### config.mk
export PLATFORM = sky130hd
export DESIGN_NAME = datapath_op_sequencer
export DESIGN_NICKNAME = d
export VERILOG_FILES = /design/src/rtl/datapath_ctrl_pkg.sv /design/src/rtl/op_decoder.sv /design/src/rtl/datapath_op_sequencer.sv
export SDC_FILE = /design/constraint.sdc
export NUM_CORES = 1
export LEC_CHECK = 0
export ABC_AREA = 1
export CORE_ASPECT_RATIO = 0.5
export CORE_MARGIN = 1.5
export CORE_UTILIZATION = 38
export CTS_CLUSTER_SIZE = 14
export DETAILED_ROUTE_END_ITERATION = 10
export SLEW_MARGIN = 15
export SYNTH_ARGS = -nofsm -noshare
export SYNTH_HDL_FRONTEND = slang
export SYNTH_SLANG_ARGS = --single-unit
### constraint.sdc
create_clock -name Clock -period 1.9 [get_ports Clock]
set_input_delay 0.38 -clock Clock [delete_from_list [all_inputs] [get_ports Clock]]
set_output_delay 0.38 -clock Clock [all_outputs]
set_load 0.01 [all_outputs]
### src/rtl/datapath_ctrl_pkg.sv
`default_nettype none
// ============================================================================
// Module   : datapath_ctrl_pkg
// Brief    : Opcodes, ALU one-hot bit indices, FSM states and IR field offsets
// Revision : 1.0
// ============================================================================
package datapath_ctrl_pkg;

  localparam logic [4:0] c_op_add  = 5'd3;
  localparam logic [4:0] c_op_sub  = 5'd4;
  localparam logic [4:0] c_op_and  = 5'd5;
  localparam logic [4:0] c_op_or   = 5'd6;
  localparam logic [4:0] c_op_shr  = 5'd7;
  localparam logic [4:0] c_op_shra = 5'd8;
  localparam logic [4:0] c_op_shl  = 5'd9;
  localparam logic [4:0] c_op_ror  = 5'd10;
  localparam logic [4:0] c_op_rol  = 5'd11;
  localparam logic [4:0] c_op_mul  = 5'd15;
  localparam logic [4:0] c_op_div  = 5'd16;
  localparam logic [4:0] c_op_neg  = 5'd17;
  localparam logic [4:0] c_op_not  = 5'd18;

  // alu_op is one-hot with ADD in the MSB
  localparam int c_alu_w    = 13;
  localparam int c_alu_add  = 12;
  localparam int c_alu_sub  = 11;
  localparam int c_alu_shr  = 10;
  localparam int c_alu_shra = 9;
  localparam int c_alu_shl  = 8;
  localparam int c_alu_ror  = 7;
  localparam int c_alu_rol  = 6;
  localparam int c_alu_and  = 5;
  localparam int c_alu_or   = 4;
  localparam int c_alu_mul  = 3;
  localparam int c_alu_div  = 2;
  localparam int c_alu_neg  = 1;
  localparam int c_alu_not  = 0;

  typedef enum logic [2:0] {
    IDLE = 3'd0,
    T0   = 3'd1,
    T1   = 3'd2,
    T2   = 3'd3,
    T3   = 3'd4,
    T4   = 3'd5,
    T5   = 3'd6,
    T6   = 3'd7
  } state_t;

  typedef struct packed {
    logic busy;
    logic done;
    logic err;
    logic PCout;
    logic MDRout;
    logic Zhighout;
    logic Zlowout;
    logic HIout;
    logic LOout;
    logic PCin;
    logic MARin;
    logic MDRin;
    logic IRin;
    logic Zin;
    logic Yin;
    logic HIin;
    logic LOin;
    logic IncPC;
    logic Read;
  } strobe_t;

  function automatic int ra_lsb(input int opc_hi);
    return opc_hi - 8;
  endfunction

  function automatic int rb_lsb(input int opc_hi);
    return opc_hi - 12;
  endfunction

  function automatic int rc_lsb(input int opc_hi);
    return opc_hi - 16;
  endfunction

endpackage
`default_nettype wire

### src/rtl/op_decoder.sv
`default_nettype none
// ============================================================================
// Module   : op_decoder
// Brief    : Combinational IR decode: legality, class, ALU one-hot, reg one-hots
// Revision : 1.0
// ============================================================================
module op_decoder
  import datapath_ctrl_pkg::*;
#(
  parameter int DATA_W   = 32,
  parameter int NUM_REGS = 16,
  parameter int OPC_HI   = 31
) (
  input  logic [DATA_W-1:0]   i_ir,
  output logic                o_legal,
  output logic                o_unary,
  output logic                o_muldiv,
  output logic [c_alu_w-1:0]  o_alu_op,
  output logic [NUM_REGS-1:0] o_ra_oh,
  output logic [NUM_REGS-1:0] o_rb_oh,
  output logic [NUM_REGS-1:0] o_rc_oh
);

  localparam int c_ra_lsb = ra_lsb(OPC_HI);
  localparam int c_rb_lsb = rb_lsb(OPC_HI);
  localparam int c_rc_lsb = rc_lsb(OPC_HI);

  logic [4:0] w_opc;
  logic [3:0] w_ra;
  logic [3:0] w_rb;
  logic [3:0] w_rc;
  logic       w_op_ok;
  logic       w_regs_ok;
  logic       w_unused_ir;

  assign w_opc       = i_ir[OPC_HI -: 5];
  assign w_ra        = i_ir[c_ra_lsb +: 4];
  assign w_rb        = i_ir[c_rb_lsb +: 4];
  assign w_rc        = i_ir[c_rc_lsb +: 4];
  assign w_unused_ir = ^i_ir;

  always_comb begin
    o_alu_op = '0;
    w_op_ok  = 1'b1;
    o_unary  = 1'b0;
    o_muldiv = 1'b0;
    case (w_opc)
      c_op_add:  o_alu_op[c_alu_add]  = 1'b1;
      c_op_sub:  o_alu_op[c_alu_sub]  = 1'b1;
      c_op_and:  o_alu_op[c_alu_and]  = 1'b1;
      c_op_or:   o_alu_op[c_alu_or]   = 1'b1;
      c_op_shr:  o_alu_op[c_alu_shr]  = 1'b1;
      c_op_shra: o_alu_op[c_alu_shra] = 1'b1;
      c_op_shl:  o_alu_op[c_alu_shl]  = 1'b1;
      c_op_ror:  o_alu_op[c_alu_ror]  = 1'b1;
      c_op_rol:  o_alu_op[c_alu_rol]  = 1'b1;
      c_op_mul:  begin o_alu_op[c_alu_mul] = 1'b1; o_muldiv = 1'b1; end
      c_op_div:  begin o_alu_op[c_alu_div] = 1'b1; o_muldiv = 1'b1; end
      c_op_neg:  begin o_alu_op[c_alu_neg] = 1'b1; o_unary  = 1'b1; end
      c_op_not:  begin o_alu_op[c_alu_not] = 1'b1; o_unary  = 1'b1; end
      default:   w_op_ok = 1'b0;
    endcase
  end

  assign w_regs_ok = (32'(w_ra) < NUM_REGS) && (32'(w_rb) < NUM_REGS) &&
                     (32'(w_rc) < NUM_REGS);
  assign o_legal   = w_op_ok && w_regs_ok;

  for (genvar i = 0; i < NUM_REGS; i++) begin : g_onehot
    assign o_ra_oh[i] = (32'(w_ra) == i);
    assign o_rb_oh[i] = (32'(w_rb) == i);
    assign o_rc_oh[i] = (32'(w_rc) == i);
  end

endmodule
`default_nettype wire

### src/rtl/datapath_op_sequencer.sv
`default_nettype none
// ============================================================================
// Module   : datapath_op_sequencer
// Brief    : Hardwired fetch/decode/execute control FSM for the DataPath.
//            Define SINGLE_STEP_EN to add a `step` input gating T0..T6.
// Revision : 1.0
// ============================================================================
module datapath_op_sequencer
  import datapath_ctrl_pkg::*;
#(
  parameter int DATA_W   = 32,
  parameter int NUM_REGS = 16,
  parameter int OPC_HI   = 31
) (
  input  logic                Clock,
  input  logic                Clear,
`ifdef SINGLE_STEP_EN
  input  logic                step,
`endif
  input  logic                start,
  input  logic                mem_ack,
  input  logic [DATA_W-1:0]   ir_in,
  output logic                busy,
  output logic                done,
  output logic                err,
  output logic                PCout,
  output logic                MDRout,
  output logic                Zhighout,
  output logic                Zlowout,
  output logic                HIout,
  output logic                LOout,
  output logic                PCin,
  output logic                MARin,
  output logic                MDRin,
  output logic                IRin,
  output logic                Zin,
  output logic                Yin,
  output logic                HIin,
  output logic                LOin,
  output logic                IncPC,
  output logic                Read,
  output logic [NUM_REGS-1:0] Rin,
  output logic [NUM_REGS-1:0] Rout,
  output logic [c_alu_w-1:0]  alu_op
);

  state_t                r_state;
  state_t                w_nxt;
  strobe_t               r_ctl;
  strobe_t               w_ctl;
  logic [NUM_REGS-1:0]   r_rin,  w_rin;
  logic [NUM_REGS-1:0]   r_rout, w_rout;
  logic [c_alu_w-1:0]    r_alu,  w_alu;

  logic                  w_dec_legal, w_dec_unary, w_dec_muldiv;
  logic [c_alu_w-1:0]    w_dec_alu;
  logic [NUM_REGS-1:0]   w_dec_ra, w_dec_rb, w_dec_rc;

  logic                  r_legal, r_unary, r_muldiv;
  logic [c_alu_w-1:0]    r_dec_alu;
  logic [NUM_REGS-1:0]   r_ra, r_rb, r_rc;

  logic                  w_f_legal, w_f_unary, w_f_muldiv;
  logic [c_alu_w-1:0]    w_f_alu;
  logic [NUM_REGS-1:0]   w_f_ra, w_f_rb, w_f_rc;
  logic                  w_adv;
  logic                  w_entry;

`ifdef SINGLE_STEP_EN
  assign w_adv = step;
`else
  assign w_adv = 1'b1;
`endif

  op_decoder #(
    .DATA_W   (DATA_W),
    .NUM_REGS (NUM_REGS),
    .OPC_HI   (OPC_HI)
  ) u_dec (
    .i_ir     (ir_in),
    .o_legal  (w_dec_legal),
    .o_unary  (w_dec_unary),
    .o_muldiv (w_dec_muldiv),
    .o_alu_op (w_dec_alu),
    .o_ra_oh  (w_dec_ra),
    .o_rb_oh  (w_dec_rb),
    .o_rc_oh  (w_dec_rc)
  );

  // T3 strobes are built on the T2->T3 edge from live decode; later states use the latched copy
  assign w_f_legal  = (r_state == T2) ? w_dec_legal  : r_legal;
  assign w_f_unary  = (r_state == T2) ? w_dec_unary  : r_unary;
  assign w_f_muldiv = (r_state == T2) ? w_dec_muldiv : r_muldiv;
  assign w_f_alu    = (r_state == T2) ? w_dec_alu    : r_dec_alu;
  assign w_f_ra     = (r_state == T2) ? w_dec_ra     : r_ra;
  assign w_f_rb     = (r_state == T2) ? w_dec_rb     : r_rb;
  assign w_f_rc     = (r_state == T2) ? w_dec_rc     : r_rc;

  always_comb begin
    w_nxt = r_state;
    case (r_state)
      IDLE:    if (start)              w_nxt = T0;
      T0:      if (w_adv)              w_nxt = T1;
      T1:      if (w_adv && mem_ack)   w_nxt = T2;
      T2:      if (w_adv)              w_nxt = T3;
      T3:      if (w_adv)              w_nxt = !w_f_legal ? IDLE : (w_f_unary ? T5 : T4);
      T4:      if (w_adv)              w_nxt = T5;
      T5:      if (w_adv)              w_nxt = w_f_muldiv ? T6 : IDLE;
      T6:      if (w_adv)              w_nxt = IDLE;
      default:                         w_nxt = IDLE;
    endcase
  end

  // PC/Z load strobes fire only on state entry so a held state never re-increments
  assign w_entry = (w_nxt != r_state);

  always_comb begin
    w_ctl      = '0;
    w_rin      = '0;
    w_rout     = '0;
    w_alu      = '0;
    w_ctl.busy = (w_nxt != IDLE);
    w_ctl.done = (w_nxt == IDLE) && ((r_state == T5) || (r_state == T6));
    w_ctl.err  = (w_nxt == IDLE) && (r_state == T3);
    case (w_nxt)
      T0: begin
        w_ctl.PCout = 1'b1;
        w_ctl.MARin = 1'b1;
        w_ctl.IncPC = w_entry;
        w_ctl.Zin   = w_entry;
      end
      T1: begin
        w_ctl.Read    = 1'b1;
        w_ctl.MDRin   = 1'b1;
        w_ctl.Zlowout = w_entry;
        w_ctl.PCin    = w_entry;
      end
      T2: begin
        w_ctl.MDRout = 1'b1;
        w_ctl.IRin   = 1'b1;
      end
      T3: begin
        if (w_f_legal) begin
          w_rout = w_f_rb;
          if (w_f_unary) begin
            w_alu     = w_f_alu;
            w_ctl.Zin = w_entry;
          end else begin
            w_ctl.Yin = 1'b1;
          end
        end
      end
      T4: begin
        w_rout    = w_f_rc;
        w_alu     = w_f_alu;
        w_ctl.Zin = w_entry;
      end
      T5: begin
        w_ctl.Zlowout = 1'b1;
        if (w_f_muldiv) w_ctl.LOin = 1'b1;
        else            w_rin      = w_f_ra;
      end
      T6: begin
        w_ctl.Zhighout = 1'b1;
        w_ctl.HIin     = 1'b1;
      end
      default: ;
    endcase
  end

  always_ff @(posedge Clock) begin
    if (Clear) begin
      r_state   <= IDLE;
      r_ctl     <= '0;
      r_rin     <= '0;
      r_rout    <= '0;
      r_alu     <= '0;
      r_legal   <= 1'b0;
      r_unary   <= 1'b0;
      r_muldiv  <= 1'b0;
      r_dec_alu <= '0;
      r_ra      <= '0;
      r_rb      <= '0;
      r_rc      <= '0;
    end else begin
      r_state <= w_nxt;
      r_ctl   <= w_ctl;
      r_rin   <= w_rin;
      r_rout  <= w_rout;
      r_alu   <= w_alu;
      if ((r_state == T2) && (w_nxt == T3)) begin
        r_legal   <= w_dec_legal;
        r_unary   <= w_dec_unary;
        r_muldiv  <= w_dec_muldiv;
        r_dec_alu <= w_dec_alu;
        r_ra      <= w_dec_ra;
        r_rb      <= w_dec_rb;
        r_rc      <= w_dec_rc;
      end
    end
  end

  assign busy     = r_ctl.busy;
  assign done     = r_ctl.done;
  assign err      = r_ctl.err;
  assign PCout    = r_ctl.PCout;
  assign MDRout   = r_ctl.MDRout;
  assign Zhighout = r_ctl.Zhighout;
  assign Zlowout  = r_ctl.Zlowout;
  assign HIout    = r_ctl.HIout;
  assign LOout    = r_ctl.LOout;
  assign PCin     = r_ctl.PCin;
  assign MARin    = r_ctl.MARin;
  assign MDRin    = r_ctl.MDRin;
  assign IRin     = r_ctl.IRin;
  assign Zin      = r_ctl.Zin;
  assign Yin      = r_ctl.Yin;
  assign HIin     = r_ctl.HIin;
  assign LOin     = r_ctl.LOin;
  assign IncPC    = r_ctl.IncPC;
  assign Read     = r_ctl.Read;
  assign Rin      = r_rin;
  assign Rout     = r_rout;
  assign alu_op   = r_alu;

endmodule
`default_nettype wire
Yosys cells after proc, flatten, opt, wreduce, memory -nomap -nowiden:

Cells that the tools add are included.

* register bits after elaboration: 127
* output and inout port bits: 64

* reduce and logical (&&, ||, !) cells: 19
* multiplexer cells: 44
* equality and inequality tests: 73
* bitwise operators: 5

Operators with widths (count)
* 4-bit equality test (second input constant): 24
* 16-bit two-way mux: 4
* 4-bit by 3-bit equality test with 1-bit output (second input constant): 12
* 13-bit two-way mux: 3
* 16-bit one-hot mux with 2 select lines: 1
* 1-bit two-way mux: 26
* 13-bit one-hot mux with 2 select lines: 1
* 5-bit by 4-bit equality test with 1-bit output (second input constant): 5
* 3-bit equality test (second input constant): 8
* 4-bit by 2-bit equality test with 1-bit output (second input constant): 6
* 3-bit one-hot mux with 8 select lines: 1
* 5-bit by 3-bit equality test with 1-bit output (second input constant): 4
* 5-bit equality test (second input constant): 3
* 13-bit OR reduction: 1
* 3-bit by 2-bit equality test with 1-bit output (second input constant): 4
* 4-bit by 1-bit equality test with 1-bit output (second input constant): 3
* 4-bit zero test: 3
* 3-bit two-way mux: 4
* 2-bit OR reduction: 6
* 3-bit by 1-bit equality test with 1-bit output (second input constant): 2
* 3-bit zero test: 2
* 3-bit OR reduction: 2
* 5-bit by 2-bit equality test with 1-bit output (second input constant): 1
* 1-bit NOT: 5
* other kinds (6): 10

Longest topological paths before layout:

* depth after elaboration: 11
* depth in mapped cells: 11
* gate-level depth less buffers: 11

Modules after synthesis:

A second synthesis with hierarchy kept.

* cell total of the unflattened synthesis: 640
* area, all modules: 4882.2 um^2

Modules (own cells, without submodules)
* datapath_op_sequencer: cells an instance 505, area an instance 4336.7 um^2, sequential area each 2502.4 um^2, times used 1
* op_decoder: cells an instance 135, area an instance 545.5 um^2, sequential area each 0.0 um^2, times used 1

Worst setup path after synthesis:

No wires, ideal clock.

* path kind: in2reg
* from: input ir_in[31]
* to: register r_rout[10], in the netlist Rout[10]
* path slack: 0.413 ns
* arrival: 1.416 ns
* library setup time: 0.070 ns
* required time: 1.830 ns
* stages on the path: 9
* path buffers: 2
* cells stage by stage: buf_2 > nor2_1 > nand3_1 > nand2_1 > nor2_1 > nand3_2 > buf_2 > nand3_1 > a21oi_1

* cells in the longest elaborated chain, start to end: 9
* elaborated cells on any way between the ends: 30
* those cells by class: eq/ne: 15; mux: 12; reduce/logical: 3

RTL lines
* start: declaration: RTL line datapath_op_sequencer.sv:22 `input logic [DATA_W-1:0] ir_in,`
* 5-bit equality test: RTL line op_decoder.sv:47 `case (w_opc)`
* 2-bit OR reduction (no source line)
* 1-bit two-way mux: RTL line op_decoder.sv:47
* 1-bit two-way mux: RTL line datapath_op_sequencer.sv:92 `assign w_f_unary = (r_state == T2) ? w_dec_unary : r_unary;`
* 2-bit two-way mux: RTL line datapath_op_sequencer.sv:106 `T3: if (w_adv) w_nxt = !w_f_legal ? IDLE : (w_f_unary ? T5 : T4);`
* 3-bit two-way mux: RTL line datapath_op_sequencer.sv:106
* 3-bit one-hot mux with 8 select lines: RTL line datapath_op_sequencer.sv:101 `case (r_state)`
* 3-bit equality test: RTL line datapath_op_sequencer.sv:125 `case (w_nxt)`
* 16-bit one-hot mux with 2 select lines *: RTL line datapath_op_sequencer.sv:125
* end signal: assignment: RTL line datapath_op_sequencer.sv:189 `r_rout <= w_rout;`
* end: declaration: RTL line datapath_op_sequencer.sv:52 `logic [NUM_REGS-1:0] r_rout, w_rout;`

Mark *: on every way between the ends. The rest lies on a longest branch, timed or not.
A chain may end at the register's enable or synchronous reset.

Final worst setup path:

* from: input ir_in[28]
* to: register r_ctl (netlist bit PCin)

* cells in the longest elaborated chain, start to end: 10
* elaborated cells on any way between the ends: 30
* those cells by class: eq/ne: 15; mux: 10; bitwise: 1; reduce/logical: 4

RTL lines
* 5-bit equality test: RTL line op_decoder.sv:47
* 2-bit OR reduction (no source line)
* 1-bit two-way mux: RTL line op_decoder.sv:47
* 1-bit two-way mux: RTL line datapath_op_sequencer.sv:92
* 2-bit two-way mux: RTL line datapath_op_sequencer.sv:106
* 3-bit two-way mux: RTL line datapath_op_sequencer.sv:106
* 3-bit one-hot mux with 8 select lines *: RTL line datapath_op_sequencer.sv:101
* 3-bit by 2-bit equality test with 1-bit output: RTL line datapath_op_sequencer.sv:125
* 1-bit NOT (no source line)
* 2-bit OR reduction (no source line)
* end signal: assignment: RTL line datapath_op_sequencer.sv:187 `r_ctl <= w_ctl;`
* end: declaration: RTL line datapath_op_sequencer.sv:49 `strobe_t r_ctl;`

Marks and branches as above.

==> results.toml <==
[synthesis]
ys_ff_latch = 125
synth.top_cells.by_count = "140 x nor2_1, 125 x dfxtp_1, 98 x nand2_1"
ys_async_sr_fraction = 0
yosysSeqAreaShare = 0.522
synthTopCellsByArea = "dfxtp_1 52%, nor2_1 11%, nand2_1 7.7%, nor3_1 4.5%, a21oi_1 4.3%"
syn_avg_cell_area_um2 = 7.68
yosys.cell_count.top_type = "nor2_1"
synth_edf_count = 0
synth.distinct_cells = 30
synth.top_cell.area_share = 0.522
yosys_most_used_dff = "dfxtp_1"
synthCells = 625
syn-cell-area_um2 = 4800
yosysWarningCount = 0
yosysTopAreaCell = "dfxtp_1"

[clocking]
cts_root_buf = "clkbuf_16"
numCtsBuffers = 17
cts_hold_buf = 0
clockBufferDepth = 2
h-tree-depth = 4
clkLatencyLatePin_ns = 0.40
cts_tree = "done"
clock-sinks = 125
cts.clk_slew.worst_paths_ns = 0.06
post_cts_buffers = 0
cts.repair.resized = 0

[job]
drv_cap = 0

[place]
portBuffers = 82
place.gp.congestion = 0.838
dp_hpwl_um = 7240
place_area_um2 = 5940

[critical_path]
rr_endpoint = "Rout[2]$_SDFF_PP0_"
crit_required_ns = 2.20
rr_worst_depth = 8
crit_type = "input port to flop"
crit_fanout = 5
startpoint_type = "input port"
crit_path_end_kind = "flop"
reg2reg_from = "r_state[1]$_SDFF_PP0_"
r2r_setup_slack_ns = 0.19
critPathArrivalTime_ns = 2.02

[sta]
layout_min_cycle_time_ns = 1.73
maxClockFrequency_mhz = 579
timing.final.crit_share = 0.909
drv_slew = 0
hold_viol_final = 0
rsz0062_at_grt = "false"
fin_skew_ns = 0.00760
finalSetupViolCount = 0
holdWs_ns = 0.392
fin_setup_tns_ns = 0

[detailed_routing]
vias_per_cell = 4.58
wire_per_inst_um = 11.4
drc = 0
num_vias = 4139
wl_um = 10300
first_pass_iters = 4
ant_nets = 0
drtIter0Drc = 157

[worst_hold_path]
min-delay-path-class = "input port to flop"
hold_start = "Clear"
hold_depth = 2
holdPathEnd = "r_ra[2]$_SDFFE_PP0P_"

[pwr]
p_leak_nw = 2.58
switchingPower_mw = 1.74
pwr-share-clk = 0.464
totalPowerFinal_mw = 6.86
powerDensity_nw_per_um2 = 1050
p_int_mw = 5.12
ir_drop_mv = 0.641
p_sw_frac = 0.253
pwr-share-comb = 0.126
sequentialPowerShare = 0.409

[floorplan]
num_rows = 28
ios = 100
die_w_um = 162
die_area_um2 = 13400
die_h_um = 82.5
core-area_um2 = 12100
initial_core_util = 0.398

[cells_and_area]
fin_nets = 762
syn_to_final_growth_pct = 36.1
drive_gt1_frac = 0.122
stdcell_area_um2 = 6530
diodes = 0

[grt]
first_global_vias = 3743
grt_use_total = 0.164
antenna_found_initial = 0
grt_pass1_wl_um = 17100
grt_start_max_net_pins = 60
overflow = 0

[status]
status = "finished, final reports clean"
per-layer routing:
layer,global-route usage,share of wire,vias up
met2,0.274,0.46,82
li1,-,-,2207
met1,0.203,0.49,1837
met5,0,0,-
met4,0.0697,0.015,0
met3,0.0450,0.039,13
flip-flops by register name (all words and copies together) (netlist names), 3 cells and up:
signal     cells
r_ra          16
r_state        3
Rout          16
Rin           16
r_rc          16
r_dec_alu     13
r_rb          16
alu_op        13
critical path, stage by stage:
cell and delay [ns]:
clkdlybuf4s50_1 0.50, inv_1 0.07, nor2_1 0.21, nand3_1 0.19, nand3_4 0.12, nand2_4 0.06
nand2_4 0.09, nand2_2 0.07, nand2_2 0.11, nand2_1 0.06, nor2_1 0.12, nor2_1 0.05
metrics by stage:
stage | util | setup WS, ns | instances
final | 0.542 | 0.174 | 904
after global routing | 0.542 | 0.00555 | 904
after CTS | 0.542 | 0.156 | 904
after detailed placement | 0.493 | -0.252 | 872
after global placement | 0.493 | -0.271 | 872
after floorplan | - | 0.413 | 626
logic make-up (layout without fill, tap and decap cells):
family | after synthesis | count (layout) | synth area share
flip-flops | 125 | 125 | 0.522
AND/OR/NAND/NOR | 336 | 336 | 0.308
buffers and inverters | 78 | 191 | 0.0769
other | 1 | 2 | 0.000782
multiplexers | 2 | 2 | 0.00417
AO/OA/AOI/OAI | 83 | 83 | 0.0889
power groups by stage:
stage          combinational, mW  clock [mW]  sequential, mW
2_1_floorplan              0.571           0            2.87
3_3_place_gp               0.859           0            2.86
3_5_place_dp               0.868           0            2.87
4_1_cts                    0.871        3.24            2.81
5_1_grt                    0.981        3.40            2.82
6_report                   0.868        3.18            2.81
area by class of cell:
type / count / area [um^2]
Clock buffer: 19 / 453
Clock inverter: 13 / 140
Fill cell: 1178 / 5520
Inverter: 40 / 150
Multi-Input combinational cell: 423 / 1940
Sequential cell: 125 / 2500
Tap cell: 165 / 206
Timing Repair Buffer: 119 / 1140
worst max-delay path by stage:
| stage | start | end | slack, ns | depth (start not counted) |
|---|---|---|---|---|
| after floorplan | ir_in[31] | Rout[10]$_SDFF_PP0_ | 0.41 | 9 |
| after global placement | ir_in[31] | Rin[12]$_SDFF_PP0_ | -0.27 | 8 |
| after detailed placement | ir_in[28] | Rin[12]$_SDFF_PP0_ | -0.25 | 9 |
| after CTS | ir_in[28] | Rin[12]$_SDFF_PP0_ | 0.16 | 9 |
| after global routing | ir_in[28] | PCin$_SDFF_PP0_ | 0.006 | 12 |
| final | ir_in[28] | PCin$_SDFF_PP0_ | 0.17 | 12 |
cell usage in the layout, fill, tap and decap left out, types with 2 or more instances in the layout:
cell / n
inv_6: 2
clkdlybuf4s50_1: 81
inv_1: 37
clkinv_2: 3
inv_2: 3
nor3_1: 43
nand4_1: 4
clkbuf_16: 17
clkbuf_8: 2
nand2_1: 98
mux2i_1: 2
clkinv_4: 2
nand2_2: 2
nand3_4: 2
clkinvlp_4: 4
or2_0: 6
o21ai_0: 39
nand3_1: 25
dfxtp_1: 125
nand3b_1: 3
a21oi_1: 41
buf_4: 33
nand2_4: 2
nand3_2: 3
bufinv_16: 2
nor2_1: 140
conb_1: 2
or2_2: 4
buf_12: 4
(Power assumes the default switching activity.)
